### src/rtl/ex_mem_req_pkg.sv
// Shared constants for the EX-stage data-memory request issuer.
package ex_mem_req_pkg;

    localparam logic [1:0] SIZE_B = 2'd0;
    localparam logic [1:0] SIZE_H = 2'd1;
    localparam logic [1:0] SIZE_W = 2'd2;

    typedef enum logic [1:0] {
        ST_IDLE = 2'd0,
        ST_REQ  = 2'd1,
        ST_DONE = 2'd2
    } state_t;

    localparam int unsigned MAX_OUTSTANDING_DEF = 1;

endpackage

### src/rtl/ex_mem_req_store_align.sv
// Byte-lane strobe and replicated write data for SRAM-like stores.
module ex_mem_req_store_align
    import ex_mem_req_pkg::*;
(
    input  logic        we,
    input  logic [1:0]  size,
    input  logic [1:0]  addr_lo,
    input  logic [31:0] wdata,
    output logic [3:0]  wstrb,
    output logic [31:0] wdata_out
);

    always_comb begin
        wstrb     = '0;
        wdata_out = wdata;
        case (size)
            SIZE_B: begin
                wstrb     = 4'b0001 << addr_lo;
                wdata_out = {4{wdata[7:0]}};
            end
            SIZE_H: begin
                wstrb     = 4'b0011 << {addr_lo[1], 1'b0};
                wdata_out = {2{wdata[15:0]}};
            end
            SIZE_W: wstrb = 4'hf;
            default: wstrb = '0;
        endcase
        if (!we) wstrb = '0;
    end

endmodule

### src/rtl/ex_mem_req.sv
// EX-stage data-memory request issuer: one request per load/store, holds req
// until addr_ok, and masks data_ok responses owned by flushed instructions.
module ex_mem_req
    import ex_mem_req_pkg::*;
#(
    parameter int unsigned MAX_OUTSTANDING = MAX_OUTSTANDING_DEF,
    parameter int unsigned DISCARD_W       = 2
) (
    input  logic        clk,
    input  logic        resetn,
    input  logic        in_valid,
    input  logic        mem_op,
    input  logic        mem_we,
    input  logic [1:0]  mem_size,
    input  logic [31:0] mem_addr,
    input  logic [31:0] mem_wdata,
    input  logic        except_in,
    input  logic        flush,
    input  logic        mem_allow_in,
    output logic        ex_ready_go,
    output logic        ale,
    output logic        wait_data_ok,
    output logic        data_sram_req,
    output logic        data_sram_wr,
    output logic [1:0]  data_sram_size,
    output logic [3:0]  data_sram_wstrb,
    output logic [31:0] data_sram_addr,
    output logic [31:0] data_sram_wdata,
    input  logic        data_sram_addr_ok,
    input  logic        data_sram_data_ok,
    output logic        data_ok_to_mem
);

    localparam int unsigned CNT_W = $clog2(MAX_OUTSTANDING + 1);
    localparam logic [CNT_W-1:0] MAX_OS = CNT_W'(MAX_OUTSTANDING);

    state_t                 state;
    logic                   flush_seen;
    logic [CNT_W-1:0]       out_cnt;
    logic [DISCARD_W-1:0]   discard_cnt;

    logic        lat_wr;
    logic [1:0]  lat_size;
    logic [3:0]  lat_wstrb;
    logic [31:0] lat_addr;
    logic [31:0] lat_wdata;

    logic        is_mem, ale_raw, issue, accept;
    logic        disc_inc, disc_dec, out_inc, out_dec;
    logic [3:0]  al_wstrb;
    logic [31:0] al_wdata;

    ex_mem_req_store_align u_store_align (
        .we        (mem_we),
        .size      (mem_size),
        .addr_lo   (mem_addr[1:0]),
        .wdata     (mem_wdata),
        .wstrb     (al_wstrb),
        .wdata_out (al_wdata)
    );

    // resetn gates the combinational paths so every output except ex_ready_go is 0 in reset
    assign is_mem  = in_valid & mem_op;
    assign ale_raw = is_mem & (((mem_size == SIZE_H) & mem_addr[0]) |
                               ((mem_size == SIZE_W) & (mem_addr[1:0] != 2'b00)));
    assign ale     = resetn & ale_raw;
    assign issue   = resetn & is_mem & ~ale_raw & ~except_in & ~flush &
                     (out_cnt < MAX_OS) & (discard_cnt == '0);

    assign data_sram_req  = ((state == ST_IDLE) & issue) | (state == ST_REQ);
    assign accept         = data_sram_req & data_sram_addr_ok;
    assign wait_data_ok   = accept | (state == ST_DONE);
    assign ex_ready_go    = ~is_mem | ale_raw | except_in | accept | (state == ST_DONE);
    assign data_ok_to_mem = resetn & data_sram_data_ok & (discard_cnt == '0);

    always_comb begin
        data_sram_wr    = 1'b0;
        data_sram_size  = '0;
        data_sram_wstrb = '0;
        data_sram_addr  = '0;
        data_sram_wdata = '0;
        if (state == ST_REQ) begin
            data_sram_wr    = lat_wr;
            data_sram_size  = lat_size;
            data_sram_wstrb = lat_wstrb;
            data_sram_addr  = lat_addr;
            data_sram_wdata = lat_wdata;
        end else if (data_sram_req) begin
            data_sram_wr    = mem_we;
            data_sram_size  = mem_size;
            data_sram_wstrb = al_wstrb;
            data_sram_addr  = mem_addr;
            data_sram_wdata = al_wdata;
        end
    end

    always_ff @(posedge clk or negedge resetn) begin
        if (!resetn) begin
            state      <= ST_IDLE;
            flush_seen <= 1'b0;
            lat_wr     <= 1'b0;
            lat_size   <= '0;
            lat_wstrb  <= '0;
            lat_addr   <= '0;
            lat_wdata  <= '0;
        end else begin
            case (state)
                ST_IDLE: begin
                    if (issue) begin
                        lat_wr     <= mem_we;
                        lat_size   <= mem_size;
                        lat_wstrb  <= al_wstrb;
                        lat_addr   <= mem_addr;
                        lat_wdata  <= al_wdata;
                        flush_seen <= 1'b0;
                        if (data_sram_addr_ok)
                            state <= mem_allow_in ? ST_IDLE : ST_DONE;
                        else
                            state <= ST_REQ;
                    end
                end
                ST_REQ: begin
                    // A flush while waiting cannot retract req; remember it so the response is discarded
                    if (data_sram_addr_ok) begin
                        state      <= (mem_allow_in | flush | flush_seen) ? ST_IDLE : ST_DONE;
                        flush_seen <= 1'b0;
                    end else if (flush) begin
                        flush_seen <= 1'b1;
                    end
                end
                ST_DONE: begin
                    if (flush | mem_allow_in) state <= ST_IDLE;
                end
                default: state <= ST_IDLE;
            endcase
        end
    end

    assign out_inc  = accept;
    assign out_dec  = data_sram_data_ok;
    assign disc_inc = ((state == ST_REQ) & data_sram_addr_ok & (flush | flush_seen)) |
                      ((state == ST_DONE) & flush);
    assign disc_dec = data_sram_data_ok & (discard_cnt != '0);

    always_ff @(posedge clk or negedge resetn) begin
        if (!resetn) begin
            out_cnt     <= '0;
            discard_cnt <= '0;
        end else begin
            case ({out_inc, out_dec})
                2'b10:   out_cnt <= out_cnt + CNT_W'(1);
                2'b01:   out_cnt <= out_cnt - CNT_W'(1);
                default: out_cnt <= out_cnt;
            endcase
            case ({disc_inc, disc_dec})
                2'b10:   discard_cnt <= discard_cnt + DISCARD_W'(1);
                2'b01:   discard_cnt <= discard_cnt - DISCARD_W'(1);
                default: discard_cnt <= discard_cnt;
            endcase
        end
    end

endmodule

### config.mk
export PLATFORM = sky130hd
export DESIGN_NAME = ex_mem_req
export DESIGN_NICKNAME = d
export VERILOG_FILES = /design/src/rtl/ex_mem_req_pkg.sv /design/src/rtl/ex_mem_req_store_align.sv /design/src/rtl/ex_mem_req.sv
export SDC_FILE = /design/constraint.sdc
export NUM_CORES = 1
export LEC_CHECK = 0
export ABC_AREA = 1
export CAP_MARGIN = 20
export CORE_AREA = 5 5 119 93
export CTS_BUF_LIST = sky130_fd_sc_hd__clkbuf_2 sky130_fd_sc_hd__clkbuf_4 sky130_fd_sc_hd__clkbuf_8
export DETAILED_ROUTE_END_ITERATION = 7
export DIE_AREA = 0 0 124 98
export GPL_TIMING_DRIVEN = 0
export PLACE_DENSITY = 0.86
export REMOVE_ABC_BUFFERS = 1
export SYNTH_ARGS = -nofsm -noshare
export SYNTH_HDL_FRONTEND = slang
export SYNTH_SLANG_ARGS = --single-unit
### constraint.sdc
create_clock -name clk -period 2 [get_ports clk]
set_clock_uncertainty 0.05 [all_clocks]
set_input_delay 0.2 -clock clk [delete_from_list [all_inputs] [get_ports clk]]
set_output_delay 0.2 -clock clk [all_outputs]
set_load 0.005 [all_outputs]
# Yosys cells after proc, flatten, opt, wreduce, memory -nomap -nowiden

Cells that the tools add are included.

Flip-flop bits (word level): 77

$add $sub $neg: 4
Magnitude comparators: 1
Equality and inequality tests: 12
Shift-type cells: 2
Mux-type cells: 26
Bitwise logic cells: 34
Reductions and logical operators: 11

Operators by type and width:

| cell                | count |
|---|---|
| $mux 32             | 4 |
| $pmux 32 s2         | 1 |
| $and 1x1->1         | 19 |
| $mux 2              | 8 |
| $mux 4              | 3 |
| $pmux 4 s3          | 1 |
| $or 1x1->1          | 11 |
| $reduce_bool 2->1   | 5 |
| $eq 2x1->1 const B  | 4 |
| $eq 2x2->1 const B  | 4 |
| $logic_not 2->1     | 3 |
| $pmux 2 s3          | 1 |
| $reduce_and 3->1    | 2 |
| $mux 1              | 5 |
| $ne 2x2->1 const B  | 2 |
| $not 1->1           | 4 |
| $pmux 1 s2          | 2 |
| $pmux 2 s2          | 1 |
| $shl 1x2->4 const A | 1 |
| $shl 2x2->4 const A | 1 |
| $ne 3x3->1 const B  | 1 |
| $add 2x1->2 const B | 1 |
| $ne 2x1->1 const B  | 1 |
| $reduce_and 2->1    | 1 |
| other kinds (4)     | 4 |

# Depth between registers and ports, before layout

Gate-level depths: netlist of the first run.

Depth after elaboration: 15
Depth in mapped cells: 11
Mapped depth without buffers: 10

# Hierarchy

A second synthesis of the first run with hierarchy kept.

Cells, all modules: 637
Area, all modules: 4341.7 um^2

By module, submodules not included:

| module                 | times used | cells an instance | area an instance (um^2) |
|---|---|---|---|
| ex_mem_req             | 1          | 523               | 3852.4 |
| ex_mem_req_store_align | 1          | 114               | 489.2 |

# Worst setup path after synthesis of the first run

No wires, ideal clock.

Path kind: reg-to-reg
Start: reg out_cnt
End: reg out_cnt
Library setup time: 123 ps
Data arrival time: 1547 ps
Setup slack: 281 ps
Cell stages (with the launch flop): 9
Path buffers: 1
Period minus slack after synthesis: 1719 ps
Path through: dfrtp_1 -> or2_1 -> nor2_2 -> nand4_2 -> buf_6 -> nand2_1 -> nand2_1 -> ha_1 -> xnor2_1

Longest elaborated chain between the ends: 8
Elaborated cells between the ends (all ways): 12
Those cells by class: add/sub: 2; order compare: 1; eq/ne: 2; mux: 1; bitwise: 5; reduce/logical: 1

RTL lines:

| element                                         | line              | source |
|---|---|---|
| start, declared                                 | ex_mem_req.sv:39  | `logic [CNT_W-1:0] out_cnt;` |
| start signal, assigned                          | ex_mem_req.sv:151 | `2'b10: out_cnt <= out_cnt + CNT_W'(1);` |
| start signal, assigned                          | ex_mem_req.sv:152 | `2'b01: out_cnt <= out_cnt - CNT_W'(1);` |
| start signal, assigned                          | ex_mem_req.sv:153 | `default: out_cnt <= out_cnt;` |
| $lt 1x1->1 (*)                                  | ex_mem_req.sv:68  | `(out_cnt < MAX_OS) & (discard_cnt == '0);` |
| $and 1x1->1 (*)                                 | ex_mem_req.sv:67  | `assign issue = resetn & is_mem & ~ale_raw & ~except_in & ~flush &` |
| $and 1x1->1 (*)                                 | ex_mem_req.sv:68  |  |
| $and 1x1->1 (*)                                 | ex_mem_req.sv:70  | `assign data_sram_req = ((state == ST_IDLE) & issue) \| (state == ST_REQ);` |
| $or 1x1->1 (*)                                  | ex_mem_req.sv:70  |  |
| net data_sram_req                               | ex_mem_req.sv:23  | `output logic data_sram_req,` |
| $and 1x1->1 (*)                                 | ex_mem_req.sv:71  | `assign accept = data_sram_req & data_sram_addr_ok;` |
| $eq 2x1->1 or $eq 2x2->1 (tied branches)        | ex_mem_req.sv:150 | `case ({out_inc, out_dec})` |
| $pmux 1 s2 or $reduce_bool 2->1 (tied branches) | -                 |  |

The timed path passes the listed nets; every way through them passes the cells marked *.
A chain may end at the register's enable or synchronous reset.

# Worst setup path in the final report of the first run

Start: reg out_cnt
End: out data_sram_wstrb[2]

Longest elaborated chain between the ends: 7

RTL lines:

| element       | line             | source |
|---|---|---|
| $lt 1x1->1    | ex_mem_req.sv:68 |  |
| $and 1x1->1   | ex_mem_req.sv:67 |  |
| $and 1x1->1   | ex_mem_req.sv:68 |  |
| $and 1x1->1   | ex_mem_req.sv:70 |  |
| $or 1x1->1    | ex_mem_req.sv:70 |  |
| $mux 4        | ex_mem_req.sv:88 | `end else if (data_sram_req) begin` |
| $mux 4        | ex_mem_req.sv:82 | `if (state == ST_REQ) begin` |
| end, declared | ex_mem_req.sv:26 | `output logic [3:0] data_sram_wstrb,` |

Every way passes these cells.

==> flow_metrics.tcl, run 1 <==
set metrics [dict create \
    dieHeight_um 98 \
    violations "setup timing" \
    syn_inst 593 \
    yosys.area.top_type "dfrtp_1" \
    worst_slack_ns -0.361 \
    drive_gt1_share_pct 38.8 \
    postRouteAntennaNets 0 \
    crit_chain "or2_1 -> nor2_4 -> nand4_4 -> buf_8 -> buf_6 -> nor2_4 -> buf_6 -> nand2_2 -> nand2_1 -> buf_2" \
    p_leak_uw 0.00396 \
    grt_pass1_vias 5152 \
    dp.cells 851 \
    ys_seq_area_share_pct 42.5 \
    post_dp_cell_area_mm2 0.00610 \
    die_w_um 124 \
    grt_pass1_wl_um 26200 \
    drc 0 \
    antenna_found_initial 0 \
    drt_wl_total_um 17900 \
    tightest_slew_ns 0.837 \
    dieArea_mm2 0.0122 \
    track_usage_pct 27.7 \
    design_area_mm2 0.00771 \
    clk_pin_slew_ns 0.09 \
    first_pass_iters 5 \
    via_count 5094 \
    port_buffers 151 \
    ys_async_sr_fraction_pct 100 \
    cts_max_level 3 \
    stdcell_count 966 \
    initial_utilization_pct 45.9 \
    vdd.ir_drop.worst_uv 499 \
    whs_ns 0.164 \
    drtIter0Drc 431 \
    pre_cts_ws_ns -2.24 \
    cp_data_required_time_ns 1.75 \
    crit_arrival_ns 2.11 \
    fillers 677 \
    hold_viol 0 \
    crit_slowest_cell "dfrtp_1" \
    clock_latency_ns 0.36 \
    max_slew_margin_pct 44.0 \
    wl_per_cell_um 18.6 \
    num_antenna_cells 0 \
    synth_ff_type "dfrtp_1" \
    path_max_fanout 4 \
    cts_made_buffers 9 \
    gr-total-overflow 0 \
    root_buffer "clkbuf_8" \
    fmax_mhz 423 \
    slew_viol_final 0 \
    critPathKind "register to output port" \
    synth_edf_count 0 \
    clock_path_buffers 2 \
    synth_area_mm2 0.00454 \
    ios 152 \
    drv_cap 0 \
    synthToLayoutAreaGrowth_pct 69.9 \
    grt_start_max_net_pins 62 \
    cellPowerDensity_mw_per_mm2 628 \
    hold_path.class "primary input to register" \
    period_needed_ns 2.36 \
    crit_path_max_incr_delay_ns 0.39 \
    tritoncts "yes" \
    nNetsFinal 903 \
    status "finished with violations" \
    row_count 32 \
    yosys-top-cells-area "dfrtp_1 (42%), nand2_1 (21%), o21ai_2 (8.5%), inv_1 (4.9%), nand3_2 (4.2%)" \
    design.core.area_mm2 0.00989 \
    finalCritPeriodShare_pct 118 \
    start_kind "register" \
    end_kind "output port" \
    gp_congestion 0.792 \
    synth_top_area_share_pct 42.5 \
    yosysWarnings 0 \
    viasPerCell 5.27 \
    finalSetupViolations 93 \
    avgSynthCellArea_um2 7.65 \
    ys_types 28 \
    dpl.hpwl_um 8820 \
    grt_setup_unrepaired "true" \
    cts_num_sinks 77 \
    ys_ff_latch 77 \
]
-- final timing paths --
path,startpoint,to,slack [ns],cells past startpoint
max,out_cnt,data_sram_wstrb[2],-0.36,10
min,mem_size[1],lat_size[1],0.16,3
max reg2reg,out_cnt,lat_addr[2],-0.32,9
min reg2reg,lat_size[1],lat_size[1],0.43,2
max in group asynchronous,resetn,lat_addr[31],0.90,2
min in group asynchronous,resetn,lat_wdata[5],0.45,3
-- cells by family after synthesis --
family,Yosys count,synth area share (%)
and+or+nand+nor,297,28.2
xor gates and xnor gates,3,0.579
adders and majority gates,2,0.551
AOI/OAI and AO/OA,118,17.2
buffers and inverters,96,11.0
DFF,77,42.5
-- cells in the final DEF, fill, tap and decap left out, types with 5 or more instances in the layout --
cell type,instances
o21ai_2,55
clkdlybuf4s50_1,74
clkbuf_8,10
nand3_2,5
buf_2,62
nor2_1,8
buf_8,7
o211ai_1,8
buf_16,10
dfrtp_1,77
buf_12,7
buf_6,45
nand2_1,222
nor2_4,6
o21ai_1,23
o21ai_0,24
buf_4,38
nand3_4,21
nand2_2,23
inv_1,59
-- synthesized netlist by cell type (8+ instances only) --
library cell  number
nand3_1            8
dfrtp_1           77
o211ai_1           8
nor2_1            13
o21ai_1           38
inv_1             59
nand2_1          248
nand3_2           19
buf_6             10
o21ai_0           24
clkbuf_1          10
o21ai_2           44
-- area by class of cell --
type	instances	area, um2	area share, %
inverters	62	240	3.12
flip-flops and latches	77	1930	25.0
clock buffers	12	153	1.98
repair buffers	249	2460	31.9
clock inverters	4	95.1	1.23
well taps	136	170	2.21
multi-input cells	423	2620	34.0
repair inverters	3	38.8	0.503
-- power by group --
| part | leakage, uW | internal [uW] | switching (uW) |
|---|---|---|---|
| combinational | 0.00278 | 581 | 603 |
| sequential | 0.00105 | 1930 | 228 |
| clock | 0.000127 | 891 | 614 |
-- critical path, delay by kind of cell (launching register included) --
kind	cells	cell delay (ns)
flops	1	0.39
simple gates	6	0.82
buf+inv	4	0.53
-- per-layer routing --
metal | vias to the layer above | track usage [%] | routed length, um
met1 | 2452 | 33.2 | 6930
met5 | - | 0 | 0
li1 | 2345 | - | -
met3 | 45 | 7.82 | 1380
met2 | 252 | 47.1 | 9100
met4 | 0 | 10.3 | 522
-- sequential cells by signal, indices dropped and copies added (netlist names) --
register and flops:
lat_wr 1, lat_addr 32, lat_wdata 32, lat_size 2, discard_cnt 2, state 2
flush_seen 1, out_cnt 1, lat_wstrb 4
-- stage by stage --
stage          total power [uW]  utilization, %  TNS [ns]
2_1_floorplan              2640               -   -472.97
3_3_place_gp               2950            60.2  -1051.98
3_5_place_dp               3030            61.7   -250.24
4_1_cts                    4690            72.5    -18.81
5_1_grt                    5090            77.9    -31.97
6_report                   4840            77.9    -22.00
-- what timing repair did --
action	CTS	global route
gates cloned	15	1
pin swaps	33	38
gates resized for setup	387	92
endpoints found under the setup margin	152	135
hold buffers	2	0
hold endpoints to repair	16	0
setup buffers	71	25
No activity file was read; power rests on OpenSTA's default activity.
==> run 2: changes to the inputs <==
- RECOVER_POWER: unset -> 100
==> run 2 against run 1 <==
  * The run still ends with setup timing left
  * Fmax up 0.27%
  * Clock power is essentially flat
  * Count of clock-buffer cells in the layout is the same
  * Global-route usage did not move
  * Sequential share of layout area increased by 0.077 points
  * Register-to-register slack about the same
  * Flip-flop and latch count did not move
  * Combinational power about the same
  * Die area stayed put
  * Total power down 0.12%
  * Worst setup slack gained 0.0063 ns
  * Critical endpoint unchanged
==> flow_metrics.tcl, run 2 (synthesis gave the netlist of run 1 again) <==
set metrics [dict create \
    slew_viol_final 0 \
    cts_num_sinks 77 \
    drc 0 \
    cellPowerDensity_mw_per_mm2 630 \
    initial_utilization_pct 45.9 \
    total_power_uw 4840 \
    hold_viol 0 \
    mostFrequentLayoutCells "nand2_1 (222), dfrtp_1 (77), clkdlybuf4s50_1 (74), buf_2 (62), inv_1 (59)" \
    busiest_layer "met2" \
    tritoncts "yes" \
    switching_share_pct 29.9 \
    finalSetupViolations 92 \
    grt_pass1_vias 5152 \
    hold_path.class "primary input to register" \
    power.switching_uw 1440 \
    drt_wl_total_um 18000 \
    crit_chain "or2_1 -> nor2_4 -> nand4_4 -> buf_8 -> buf_6 -> nor2_4 -> buf_6 -> nand2_2 -> nand2_1 -> buf_2" \
    p_int_uw 3390 \
    violations "setup timing" \
    root_buffer "clkbuf_8" \
    met2_usage_pct 47.1 \
    start_kind "register" \
    drv_cap 0 \
    p_leak_uw 0.00394 \
    dpl.hpwl_um 8820 \
    via_count 5133 \
    p_seq_share_pct 44.6 \
    grt_start_max_net_pins 62 \
    power.clock.fraction_pct 31.1 \
    viasPerCell 5.31 \
    num_antenna_cells 0 \
    use_met1_pct 33.2 \
    cts_max_level 3 \
    synthToLayoutAreaGrowth_pct 69.4 \
    finalCritPeriodShare_pct 118 \
    path_max_fanout 4 \
    dieHeight_um 98 \
    fmax_mhz 425 \
    die_w_um 124 \
    design.core.area_mm2 0.00989 \
    ios 152 \
    gp_congestion 0.792 \
    postRouteAntennaNets 0 \
    drive_gt1_share_pct 38.7 \
    end_kind "output port" \
    critPathKind "register to output port" \
    crit_arrival_ns 2.11 \
    clock_path_buffers 2 \
    grt_use_met3_pct 7.82 \
    cp_data_required_time_ns 1.75 \
    grt_setup_unrepaired "true" \
    antenna_found_initial 0 \
    first_pass_iters 7 \
    grt_pass1_wl_um 26200 \
    clk_pin_slew_ns 0.09 \
    gr-total-overflow 0 \
    port_buffers 151 \
    nNetsFinal 903 \
    combinationalPowerShare_pct 24.3 \
    reg.largest.list "lat_addr x32, lat_wdata x32, lat_wstrb x4" \
    cts_made_buffers 9 \
    wl_per_cell_um 18.6 \
    pre_cts_ws_ns -2.24 \
    max_slew_margin_pct 41.6 \
    period_needed_ns 2.36 \
    track_usage_pct 27.7 \
    crit_slowest_cell "dfrtp_1" \
    worst_slack_ns -0.355 \
    drtIter0Drc 413 \
    vdd.ir_drop.worst_uv 500 \
    dieArea_mm2 0.0122 \
    tightest_slew_ns 0.876 \
    layout_commonest_cell "nand2_1" \
    status "finished with violations" \
    crit_path_max_incr_delay_ns 0.39 \
    row_count 32 \
    clock_latency_ns 0.36 \
]
[run 2: cell types whose count changed in the layout (fill, tap and decap cells not counted)]
cell / before / now
clkbuf_4: 2 / 3
clkbuf_1: 0 / 1
buf_4: 38 / 37
buf_16: 10 / 9
[run 2: final timing paths]
path | startpoint | to | slack [ns] | cells after the start
max | out_cnt | data_sram_wstrb[2] | -0.36 | 10
min | mem_size[1] | lat_size[1] | 0.16 | 3
max reg2reg | out_cnt | lat_addr[2] | -0.31 | 9
min reg2reg | lat_size[1] | lat_size[1] | 0.43 | 2
max in group asynchronous | resetn | lat_addr[11] | 0.53 | 3
min in group asynchronous | resetn | lat_wdata[17] | 0.63 | 2
[run 2: repair_timing]
action	4_1_cts	5_1_grt
resized for setup	387	92
hold buffers	2	0
pin swaps	33	38
endpoints found under the setup margin	152	135
buffers inserted	71	25
cloned	15	1
endpoints found under the hold margin	16	0
[run 2: layer usage]
| metal | share of wire (%) | vias to the layer above |
|---|---|---|
| li1 | - | 2347 |
| met5 | 0 | - |
| met4 | 3.0 | 0 |
| met2 | 51 | 271 |
| met1 | 38 | 2462 |
| met3 | 8.1 | 53 |
[run 2: per-stage QoR]
step	area (um2)	setup TNS [ns]	hold slack [ns]	util (%)	instances
after floorplan	4270	-472.97	-0.146	-	559
after global placement	5960	-1051.98	0.402	60.2	846
after detailed placement	6100	-250.24	0.0504	61.7	851
after CTS	7170	-18.81	0.206	72.5	951
after global routing	7680	-31.97	0.158	77.7	966
final	7680	-21.32	0.162	77.7	966
[run 2: final cells by class]
class,count,area [um2]
repair inverters,3,38.8
flip-flops and latches,77,1930
inverters,62,240
multi-input cells,423,2620
fillers,681,2200
clock buffers,12,153
repair buffers,249,2440
clock inverters,4,95.1
well taps,136,170
[run 2: power by group through the flow]
stage          clock (uW)  combinational, uW  sequential [uW]
6_report             1510               1180             2160
5_1_grt              1590               1290             2200
4_1_cts              1510               1040             2130
3_5_place_dp            0                875             2160
3_3_place_gp            0                811             2130
2_1_floorplan           0                530             2110
[run 2: critical path, delay by kind of cell, from the launching register on]
kind / cells / cell delay, ns
buffers and inverters: 4 / 0.53
DFF: 1 / 0.39
and+or+nand+nor: 6 / 0.82
==> run 3: changes to the inputs <==
- CORE_AREA: 5 5 119 93 -> 5 5 117 92
- DIE_AREA: 0 0 124 98 -> 0 0 122 97
- SYNTH_HIERARCHICAL: unset -> 1
==> run 3 against run 2 <==
  * The flow still finishes with violations (setup timing)
  * First-iteration DRC count down 2.2%
  * Global-route usage down 1.6 points
  * Critical endpoint is now data_sram_wdata[31]
  * Cell area down 8.2%
  * Via count up 1.9%
  * Largest power group unchanged
==> flow_metrics.tcl, run 3 <==
set metrics [dict create \
    combinationalPowerShare_pct 23.4 \
    gp_congestion 0.788 \
    drtIter0Drc 404 \
    period_needed_ns 2.46 \
    slew_viol_final 0 \
    yosysMostFrequentCell "nand2_1" \
    ys_async_sr_fraction_pct 100 \
    ys_types 23 \
    start_kind "register" \
    cp_data_required_time_ns 1.75 \
    yosysWarnings 6 \
    finalCritPeriodShare_pct 123 \
    grt_use_met3_pct 7.41 \
    synth_edf_count 0 \
    switching_share_pct 31.2 \
    finalSetupViolations 74 \
    initial_utilization_pct 46.1 \
    first_pass_iters 7 \
    hold_viol 0 \
    postRouteAntennaNets 0 \
    drv_cap 0 \
    worst_slack_ns -0.456 \
    fmax_mhz 407 \
    drt_wl_total_um 17800 \
    ys_seq_area_share_pct 44.4 \
    reg2reg_from "discard_cnt[0]" \
    grt_pass1_wl_um 24700 \
    met2_usage_pct 43.5 \
    tightest_slew_ns 1.28 \
    hold_path.class "primary input to asynchronous set/reset pin" \
    synthTopCellsByCount "nand2_1 (377), nand3_1 (87), dfrtp_1 (77), nor2_1 (17)" \
    endpoint "data_sram_wdata[31]" \
    row_count 31 \
    tritoncts "yes" \
    ios 152 \
    p_int_uw 3020 \
    grt_pass1_vias 4977 \
    num_antenna_cells 0 \
    synth_top_area_share_pct 44.4 \
    syn_inst 637 \
    clock_latency_ns 0.34 \
    drc 0 \
    pre_cts_ws_ns -2.07 \
    nNetsFinal 908 \
    power.clock.fraction_pct 27.7 \
    track_usage_pct 26.1 \
    end_kind "output port" \
    drive_gt1_share_pct 27.1 \
    vdd.ir_drop.worst_uv 408 \
    design.core.area_mm2 0.00943 \
    cts_max_level 3 \
    cts_made_buffers 9 \
    yosys.area.top_type "dfrtp_1" \
    yosys-top-cells-area "dfrtp_1 (44%), nand2_1 (33%), nand3_1 (10%), buf_4 (2.8%), buf_6 (1.8%)" \
    critPathKind "register to output port" \
    viasPerCell 5.41 \
    gr-total-overflow 0 \
    mostFrequentLayoutCells "nand2_1 (356), dfrtp_1 (75), clkdlybuf4s50_1 (74), nand3_1 (42), buf_4 (35)" \
    dp.cells 882 \
    grt_setup_unrepaired "true" \
    die_w_um 122 \
    reg.largest.list "lat_addr x32, lat_wdata x32, lat_wstrb x4" \
    grt_start_max_net_pins 56 \
    synth_ff_type "dfrtp_1" \
    timing.reg2reg.setup_slack_ns 0.02 \
    clk_pin_slew_ns 0.08 \
    root_buffer "clkbuf_8" \
    avgSynthCellArea_um2 6.82 \
    cellPowerDensity_mw_per_mm2 622 \
    use_met1_pct 32.3 \
    rr_worst_depth 10 \
    stdcell_count 967 \
    whs_ns 0.166 \
    clock_path_buffers 2 \
    r2r-end "out_cnt" \
    synth_area_mm2 0.00434 \
    busiest_layer "met2" \
    via_count 5233 \
    layout_commonest_cell "nand2_1" \
    port_buffers 151 \
    status "finished with violations" \
    dieHeight_um 97 \
    p_seq_share_pct 48.8 \
    dpl.hpwl_um 8630 \
    violations "setup timing" \
    crit_arrival_ns 2.21 \
    max_slew_margin_pct 14.9 \
    setup.worst_path.start "discard_cnt[0]" \
    dieArea_mm2 0.0118 \
    power.switching_uw 1370 \
    path_max_fanout 16 \
    synthToLayoutAreaGrowth_pct 62.5 \
    antenna_found_initial 0 \
    p_leak_uw 0.00415 \
    wl_per_cell_um 18.4 \
    cts_num_sinks 77 \
    ys_ff_latch 77 \
]
==> run 3: changes by cell type after synthesis, moves of 18 or more <==
cell / delta
nand3_1: +79
o21ai_2: -44
nand3_2: -18
o21ai_1: -38
o21ai_0: -22
inv_1: -43
nand2_1: +129
==> run 3: layout make-up <==
| type | count | area (um2) |
|---|---|---|
| Inverter | 19 | 120 |
| Clock buffer | 12 | 153 |
| Timing Repair Buffer | 212 | 1940 |
| Timing Repair inverter | 6 | 131 |
| Fill cell | 666 | 2370 |
| Multi-Input combinational cell | 505 | 2570 |
| Sequential cell | 77 | 1930 |
| Clock inverter | 4 | 47.5 |
| Tap cell | 132 | 165 |
==> run 3: through the flow <==
step                setup TNS [ns]  instance area (um2)  util (%)  power (uW)
global placement           -730.01                 5740      60.9        2890
finish                      -16.24                 7050      74.8        4390
global route                -21.23                 7050      74.8        4650
detailed placement         -223.79                 5810      61.6        2980
CTS                         -25.20                 6300      66.9        4260
floorplan                  -260.19                 4060         -        2560
==> run 3: critical path, stage by stage (launching register included) <==
cell and delay [ns]:
dfrtp_1 0.40, nor2_2 0.18, nand2_2 0.11, nor2_4 0.14
nand3_4 0.08, buf_12 0.17, clkinv_16 0.08, nand3_1 0.09
nand2_1 0.10, clkdlybuf4s50_1 0.51
==> run 3: logic make-up after synthesis <==
logic type / Yosys count / share of synthesized area, %
XOR/XNOR: 3 / 0.605
adder cells (fa/ha/maj): 2 / 0.576
AO/OA/AOI/OAI: 6 / 0.720
flip-flops: 77 / 44.4
buffers and inverters: 60 / 8.16
AND/OR/NAND/NOR: 489 / 45.6
==> run 3: power groups by stage <==
stage	combinational (uW)	clock, uW	sequential, uW
after detailed placement	816	0	2160
final	1030	1220	2140
after global placement	755	0	2140
after CTS	899	1230	2130
after global routing	1150	1310	2190
after floorplan	450	0	2110
==> run 3: per-layer routing <==
metal  vias to the layer above  share of wire, %
met1                      2528                38
met5                         -                 0
met3                        50               8.9
met4                         0               3.2
met2                       285                50
li1                       2370                 -
==> run 3: worst min-delay path by stage <==
stage / to / slack (ns) / cells past startpoint
floorplan: discard_cnt[0] / -0.15 / 0
global placement: lat_wdata[5] / 0.40 / 2
detailed placement: out_cnt / 0.07 / 1
CTS: lat_addr[1] / 0.33 / 3
global route: out_cnt / 0.16 / 2
finish: out_cnt / 0.17 / 2
==> run 3: repair_timing <==
action	in CTS	in global routing
resized for setup	110	233
endpoints found under the hold margin	22	0
hold buffers	2	0
setup buffers	8	46
cloned	8	4
pin swaps	2	36
setup endpoints to repair	147	75
